===== src/rtl/pcieifc_fifo_ptr_sync.sv =====
// rtl/pcieifc_fifo_ptr_sync.sv - offset-gray pointer synchronizer with occupancy, threshold flags and step checking
module pcieifc_fifo_ptr_sync #(
  parameter int ADDR_WIDTH  = 5,
  parameter int FIFO_DEPTH  = 32,
  parameter int SYNC_STAGES = 2,
  parameter int AF_LEVEL    = FIFO_DEPTH - 2,
  parameter int AE_LEVEL    = 2,
  parameter int DIR         = 1
) (
  input  logic                fifo_clk,
  input  logic                fifo_rstn,
  input  logic                fifo_clear,
  input  logic [ADDR_WIDTH:0] ptr_gray_in,
  input  logic [ADDR_WIDTH:0] ptr_bin_local,
  output logic [ADDR_WIDTH:0] ptr_bin_other,
  output logic [ADDR_WIDTH:0] level,
  output logic                almost_full,
  output logic                almost_empty,
  output logic                other_moved,
  output logic                err_step
);

  localparam int OFFSET_I  = (1 << ADDR_WIDTH) - FIFO_DEPTH;
  localparam int BAND_HI_I = (2 << ADDR_WIDTH) - FIFO_DEPTH;

  localparam logic [ADDR_WIDTH:0]   DEPTH_P   = (ADDR_WIDTH+1)'(FIFO_DEPTH);
  localparam logic [ADDR_WIDTH:0]   OFFSET_P  = (ADDR_WIDTH+1)'(OFFSET_I);
  localparam logic [ADDR_WIDTH:0]   BAND_HI_P = (ADDR_WIDTH+1)'(BAND_HI_I);
  localparam logic [ADDR_WIDTH:0]   AF_P      = (ADDR_WIDTH+1)'(AF_LEVEL);
  localparam logic [ADDR_WIDTH:0]   AE_P      = (ADDR_WIDTH+1)'(AE_LEVEL);
  localparam logic [ADDR_WIDTH:0]   ONE_P     = (ADDR_WIDTH+1)'(1);
  localparam logic [ADDR_WIDTH+1:0] DEPTH_W   = (ADDR_WIDTH+2)'(FIFO_DEPTH);
  localparam logic [ADDR_WIDTH-1:0] LAST_LOW  = ADDR_WIDTH'(FIFO_DEPTH - 1);
  localparam logic [2:0]            SETTLE    = 3'(SYNC_STAGES + 1);
  localparam bit                    HAS_BAND  = (FIFO_DEPTH < (1 << ADDR_WIDTH));

  logic [ADDR_WIDTH:0] sync_q [SYNC_STAGES];

  logic [ADDR_WIDTH:0]   other_q, other_d;
  logic [ADDR_WIDTH:0]   level_q, level_d;
  logic                  af_q, af_d;
  logic                  ae_q, ae_d;
  logic                  moved_q, moved_d;
  logic                  err_q, err_d;
  logic [2:0]            settle_q, settle_d;

  logic [ADDR_WIDTH:0]   raw_bin;
  logic [ADDR_WIDTH:0]   succ;
  logic [ADDR_WIDTH:0]   prod_p, cons_p;
  logic [ADDR_WIDTH+1:0] prod_low, cons_low, diff;
  logic                  sat, settled, step_bad, in_band;

  // Pure flop chain: nothing may sit between stages of a CDC synchronizer.
  always_ff @(posedge fifo_clk or negedge fifo_rstn) begin
    if (!fifo_rstn) begin
      for (int i = 0; i < SYNC_STAGES; i++) sync_q[i] <= '0;
    end else if (fifo_clear) begin
      for (int i = 0; i < SYNC_STAGES; i++) sync_q[i] <= '0;
    end else begin
      sync_q[0] <= ptr_gray_in;
      for (int i = 1; i < SYNC_STAGES; i++) sync_q[i] <= sync_q[i-1];
    end
  end

  always_comb begin
    raw_bin = '0;
    raw_bin[ADDR_WIDTH] = sync_q[SYNC_STAGES-1][ADDR_WIDTH];
    for (int i = ADDR_WIDTH - 1; i >= 0; i--) begin
      raw_bin[i] = raw_bin[i+1] ^ sync_q[SYNC_STAGES-1][i];
    end
  end

  // Upper half of the pointer space was shifted up by the unused code band; undo it.
  assign other_d = (raw_bin > DEPTH_P) ? (raw_bin - OFFSET_P) : raw_bin;

  assign succ = (other_q[ADDR_WIDTH-1:0] == LAST_LOW) ?
                {~other_q[ADDR_WIDTH], {ADDR_WIDTH{1'b0}}} : (other_q + ONE_P);

  assign prod_p = (DIR != 0) ? ptr_bin_local : other_d;
  assign cons_p = (DIR != 0) ? other_d : ptr_bin_local;

  assign prod_low = {2'b00, prod_p[ADDR_WIDTH-1:0]};
  assign cons_low = {2'b00, cons_p[ADDR_WIDTH-1:0]};

  // One extra bit so a consumer ahead of the producer shows up as a huge value and saturates.
  assign diff = (prod_p[ADDR_WIDTH] == cons_p[ADDR_WIDTH]) ?
                (prod_low - cons_low) : (prod_low + DEPTH_W - cons_low);

  assign sat     = (diff > DEPTH_W);
  assign level_d = sat ? DEPTH_P : diff[ADDR_WIDTH:0];
  assign af_d    = (level_d >= AF_P);
  assign ae_d    = (level_d <= AE_P);
  assign moved_d = (other_d != other_q);

  assign settled  = (settle_q >= SETTLE);
  assign settle_d = settled ? settle_q : (settle_q + 3'd1);
  assign step_bad = settled && (other_d != other_q) && (other_d != succ);
  assign in_band  = HAS_BAND && (raw_bin >= DEPTH_P) && (raw_bin < BAND_HI_P);
  assign err_d    = err_q | step_bad | in_band | sat;

  always_ff @(posedge fifo_clk or negedge fifo_rstn) begin
    if (!fifo_rstn) begin
      other_q  <= '0;
      level_q  <= '0;
      af_q     <= 1'b0;
      ae_q     <= 1'b1;
      moved_q  <= 1'b0;
      err_q    <= 1'b0;
      settle_q <= 3'd0;
    end else if (fifo_clear) begin
      other_q  <= '0;
      level_q  <= '0;
      af_q     <= 1'b0;
      ae_q     <= 1'b1;
      moved_q  <= 1'b0;
      err_q    <= 1'b0;
      settle_q <= 3'd0;
    end else begin
      other_q  <= other_d;
      level_q  <= level_d;
      af_q     <= af_d;
      ae_q     <= ae_d;
      moved_q  <= moved_d;
      err_q    <= err_d;
      settle_q <= settle_d;
    end
  end

  assign ptr_bin_other = other_q;
  assign level         = level_q;
  assign almost_full   = af_q;
  assign almost_empty  = ae_q;
  assign other_moved   = moved_q;
  assign err_step      = err_q;

endmodule


===== config.mk =====
export PLATFORM = sky130hd
export DESIGN_NAME = pcieifc_fifo_ptr_sync
export DESIGN_NICKNAME = d
export VERILOG_FILES = /design/src/rtl/pcieifc_fifo_ptr_sync.sv
export SDC_FILE = /design/constraint.sdc
export NUM_CORES = 1
export LEC_CHECK = 0
export CAP_MARGIN = 25
export CORE_ASPECT_RATIO = 0.8
export CORE_MARGIN = 2
export CORE_UTILIZATION = 53
export DETAILED_ROUTE_END_ITERATION = 7
export PLACE_DENSITY_LB_ADDON = 0.15
export SETUP_SLACK_MARGIN = 0.05
export SLEW_MARGIN = 20
export SYNTH_ARGS = -nofsm -noshare
export SYNTH_HDL_FRONTEND = slang
export SYNTH_SLANG_ARGS = --single-unit
export TNS_END_PERCENT = 50

===== constraint.sdc =====
create_clock -name fifo_clk -period 5.1 [get_ports fifo_clk]
set_input_delay 1.275 -clock fifo_clk [delete_from_list [all_inputs] [get_ports fifo_clk]]
set_output_delay 1.275 -clock fifo_clk [all_outputs]
set_load 0.02 [all_outputs]

* Word level (Yosys, flattened, before mapping)
Index checks and enable logic that the tools add are counted.
Storage, ports and cells: register bits after elaboration 31, memory bits (writable) 0, input port bits 15, bits in read-only memories 0, memories 0, latch bits 0
Cells by class: bitwise operators 8, reduce and logical (&&, ||, !) cells 2, shift operators 0, multiply operators 0, $lt $le $gt $ge 4, div/mod/pow operators 0, multiplexer cells 12, $add $sub $neg 5, eq/ne operators 5
Operator list (count):
- 2-to-1 mux 6 bit | 4
- 2-to-1 mux 12 bit | 1
- inequality test 6 bit | 2
- adder 5 x 6 -> 7 bit, second input constant | 1
- greater-than comparator 7 x 6 -> 1 bit, second input constant | 1
- 2-to-1 mux 7 bit | 1
- subtractor 7 x 5 -> 7 bit | 1
- adder 6 x 1 -> 6 bit, second input constant | 1
- >= comparator 6 x 5 -> 1 bit, second input constant | 1
- <= comparator 6 x 2 -> 1 bit, second input constant | 1
- 2-to-1 mux 3 bit | 2
- subtractor 5 x 5 -> 6 bit | 1
- == test 5 bit, second input constant | 1
- XOR 1 bit | 5
- 2-to-1 mux 1 bit | 4
- adder 3 x 1 -> 3 bit, second input constant | 1
- >= comparator 3 x 2 -> 1 bit, second input constant | 1
- logical AND 1 bit | 2
- inequality test 2 bit, second input constant | 1
- OR 1 bit | 2
- == test 1 bit | 1
- NOT 1 bit | 1

* Depth between registers and ports, before layout
word-level depth 11, gate-level depth with buffers 14, mapped depth without buffers 12

* Least setup slack after synthesis
Ideal clock, no wire load.
kind register to register, from register sync_q, in the netlist raw_bin[5], to register err_q, in the netlist err_step, library setup time 137 ps, slack 1361 ps, cell stages (with the launch flop) 15, required time 4963 ps, data arrival time 3602 ps, buffers on the path 2, path through dfrtp_1 -> buf_6 -> xnor3_2 -> xnor2_1 -> clkinv_1 -> xnor2_1 -> ha_1 -> fa_1 -> buf_1 -> or3b_2 -> mux2i_1 -> o21ai_0 -> o211a_1 -> o311ai_0 -> a31oi_1
Between the ends: word-level cells in the longest chain between the ends 11, elaborated cells on any way between the ends 17, those cells by class add/sub: 2; order compare: 1; eq/ne: 3; mux: 2; bitwise: 7; reduce/logical: 2
Ends and longest elaborated chain:
- start, declared | line 37 | logic [ADDR_WIDTH:0] sync_q [SYNC_STAGES];
- branches (longest 9 deep; another with subtractor 7 x 5 -> 7 bit)
- OR 1 bit * | line 99 | assign err_d = err_q | step_bad | in_band | sat;
- 2-to-1 mux 1 bit * | line 110 | end else if (fifo_clear) begin
- end signal, assigned | line 124 | err_q <= err_d;
- end, declared | line 44 | logic err_q, err_d;
Every way passes the cells marked *. A chain may end at the register's enable or synchronous reset.

* Final worst setup path
Same ends and word-level chain as after synthesis.

==> flow_summary.yaml <==
run_status:
  outcome: "completed"
place:
  dp_hpwl_mm: 2.99
  io_buffers: 30
  gp_congestion: 0.900
  placedCellCount: 253
  place_area_um2: 2220
  place_ws_ns: 0.789
final_layout:
  finalNonFillerCells: 262
  num_antenna_cells: 0
  nets: 242
  area_growth_pct: 22.1
  fin_area_um2: 2330
  drive_gt1_share_pct: 11.4
  n_fill_cell: 265
  utilization_pct: 67.5
  multi_input_area_um2: 1050
  regArea_um2: 777
worst_setup_path:
  required_ns: 5.24
  crit_path_frequent_cell: "xnor2_1"
  cpMaxStageDelayCell: "xnor3_2"
  critical_path_class: "reg -> reg"
  crit_fanout: 16
  crit_arrival_ns: 4.41
  cpPeakStageDelay_ns: 0.67
  cp-end-kind: "register"
  startpoint_type: "register"
  crit_chain: "xnor3_2, xnor2_1, clkinv_1, xnor2_1, ha_1, fa_1, or3b_2, mux2i_1, o21ai_0, o211a_1, o311ai_0, a31oi_1"
global_route:
  busiest_layer: "met2"
  use_met3_pct: 6.43
  grt_pass1_wl_mm: 6.57
  grt-ovfl-total: 0
  gr-usage-met2_pct: 33.4
  use_met1_pct: 29.1
  grt_pass1_vias: 1409
  grt_max_degree: 32
  grt_use_total_pct: 21.2
  antenna_found_initial: 0
logic_synthesis:
  synth.most_common_cell: "dfrtp_1"
  synth_cell_types: 52
  synth_seq_cells: 31
  ys_seq_area_share_pct: 40.8
  syn_inst: 189
  syn_area_um2: 1910
  synth.top_cells.by_count: "30 x dfrtp_1, 16 x nor2b_1, 13 x nor2_1"
  yosysTopAreaCell: "dfrtp_1"
  synthArstFlopShare_pct: 100
  yosys.area.top_type_share_pct: 39.4
  ys_warn_count: 0
  synth.area.top_cells: "dfrtp_1 39%, nor2b_1 5.3%, ha_1 4.6%"
  synth_area_per_cell_um2: 10.1
  synth_edf_count: 0
  synth_flop_cell: "dfrtp_1"
  synth_nets: 212
pwr:
  combPwrFrac_pct: 37.1
  p_leak_nw: 1.04
  ir_drop_mv: 0.258
  netSwitchingPower_uw: 280
  power_density_nw_per_um2: 338
  total_power_uw: 787
  power.share.clock_pct: 23.9
  swShare_pct: 35.6
  seq_power_share_pct: 39.0
  p_int_uw: 507
clock_tree:
  h-tree-depth: 2
  clk_latency_ns: 0.28
  clk_pin_slew_ns: 0.07
  ctsHoldBuffers: 0
  cts-buffers-inserted: 5
  tritoncts: "built"
  cts_resized: 0
  cts_root_buf: "clkbuf_8"
  post_cts_buffers: 0
  clockBufferDepth: 2
  cts.sinks: 31
detailed_routing:
  drt-initial-drc-count: 81
  vias: 1483
  wirelength_mm: 4.00
  firstDrtPassIters: 4
  antenna_left: 0
  viasPerCell: 5.66
  drc: 0
  detail_route.wl_per_cell_um: 15.3
min_path:
  hold_class: "reg -> reg"
timing:
  setup_viol: 0
  fin_skew_ns: 0.00587
  worst_slew_pin_slew_ns: 0.487
  hold_ws_ns: 0.469
  max_slew_margin_pct: 67.4
  slew_violations: 0
  timing.final.crit_period_ns: 4.27
  fin_ws_ns: 0.827
  fin_setup_tns_ns: 0
  rsz0062_at_grt: "false"
  period_share_pct: 83.8
  hold_violations: 0
  fmax_mhz: 234
die:
  die_w_um: 71.0
  io_pins: 31
  rows: 19
  dieArea_um2: 4090
  fp.coreArea_um2: 3450
  die_h_um: 57.6
  start_util_pct: 55.3
flow_run:
  cap_violations: 0
-- flip-flops by register name (all words and copies together), names as in the netlist --
signal and count:
sync_q 11, raw_bin 1, level 6, other_moved 1, almost_full 1, almost_empty 1, err_step 1, ptr_bin_other 6
settle_q 3
-- worst max-delay path, delay by kind of cell, from the launching register on --
family                     cells  cell delay (ns)
xor gates and xnor gates       3             1.29
adders and majority gates      2             0.71
buffers and inverters          1             0.31
and+or+nand+nor                1             0.48
AOI/OAI and AO/OA              4             0.70
muxes                          1             0.13
DFF                            1             0.51
-- cells by family after synthesis --
logic type,after synthesis,synth area share (%)
flip-flops,31,40.8
adder cells (fa/ha/maj),9,6.24
AO/OA/AOI/OAI,32,12.8
AND/OR/NAND/NOR,70,20.8
XOR/XNOR,21,11.4
multiplexers,7,3.74
buffers and inverters,19,4.20
-- per-layer routing --
metal,routed length [um],vias up
met4,16,0
met3,160,2
li1,-,717
met5,0,-
met2,1920,38
met1,1900,726
-- power by group through the flow --
| stage | combinational [mW] | clock, mW | sequential [mW] |
|---|---|---|---|
| 2_1_floorplan | 0.179 | 0 | 0.324 |
| 3_3_place_gp | 0.281 | 0 | 0.307 |
| 3_5_place_dp | 0.289 | 0 | 0.310 |
| 4_1_cts | 0.292 | 0.191 | 0.306 |
| 5_1_grt | 0.321 | 0.205 | 0.310 |
| 6_report | 0.292 | 0.188 | 0.307 |
-- layout by cell type (no fill, tap or decap), types with 3 or more instances in the layout --
cell,n
a21oi_1,6
a31oi_1,7
and3_1,3
clkbuf_8,5
clkdlybuf4s50_1,30
dfrtp_1,30
ha_1,7
inv_1,9
mux2i_1,6
nand2_1,9
nand2b_1,3
nor2_1,13
nor2b_1,16
nor3_1,4
o21ai_0,4
or2_2,4
or3_1,3
xnor2_1,10
xor2_1,9
-- area by class of cell --
class                           instances  area share (%)
Clock inverter                          3           0.860
Inverter                               10            1.61
Multi-Input combinational cell        139            45.1
Clock buffer                            5            2.96
Sequential cell                        31            33.4
Timing Repair Buffer                   32            13.9
Tap cell                               42            2.26
-- worst paths after layout --
kind / startpoint / to / slack, ns / cells past startpoint
min reg2reg: sync_q[9] / sync_q[3] / 0.47 / 1
max in group asynchronous: fifo_rstn / almost_empty / 3.39 / 2
max: raw_bin[5] / err_step / 0.83 / 12
min in group asynchronous: fifo_rstn / ptr_bin_other[0] / 1.38 / 2
min: sync_q[9] / sync_q[3] / 0.47 / 1
max reg2reg: raw_bin[5] / err_step / 0.83 / 12
Note: power is estimated with default switching activity, not from simulation.
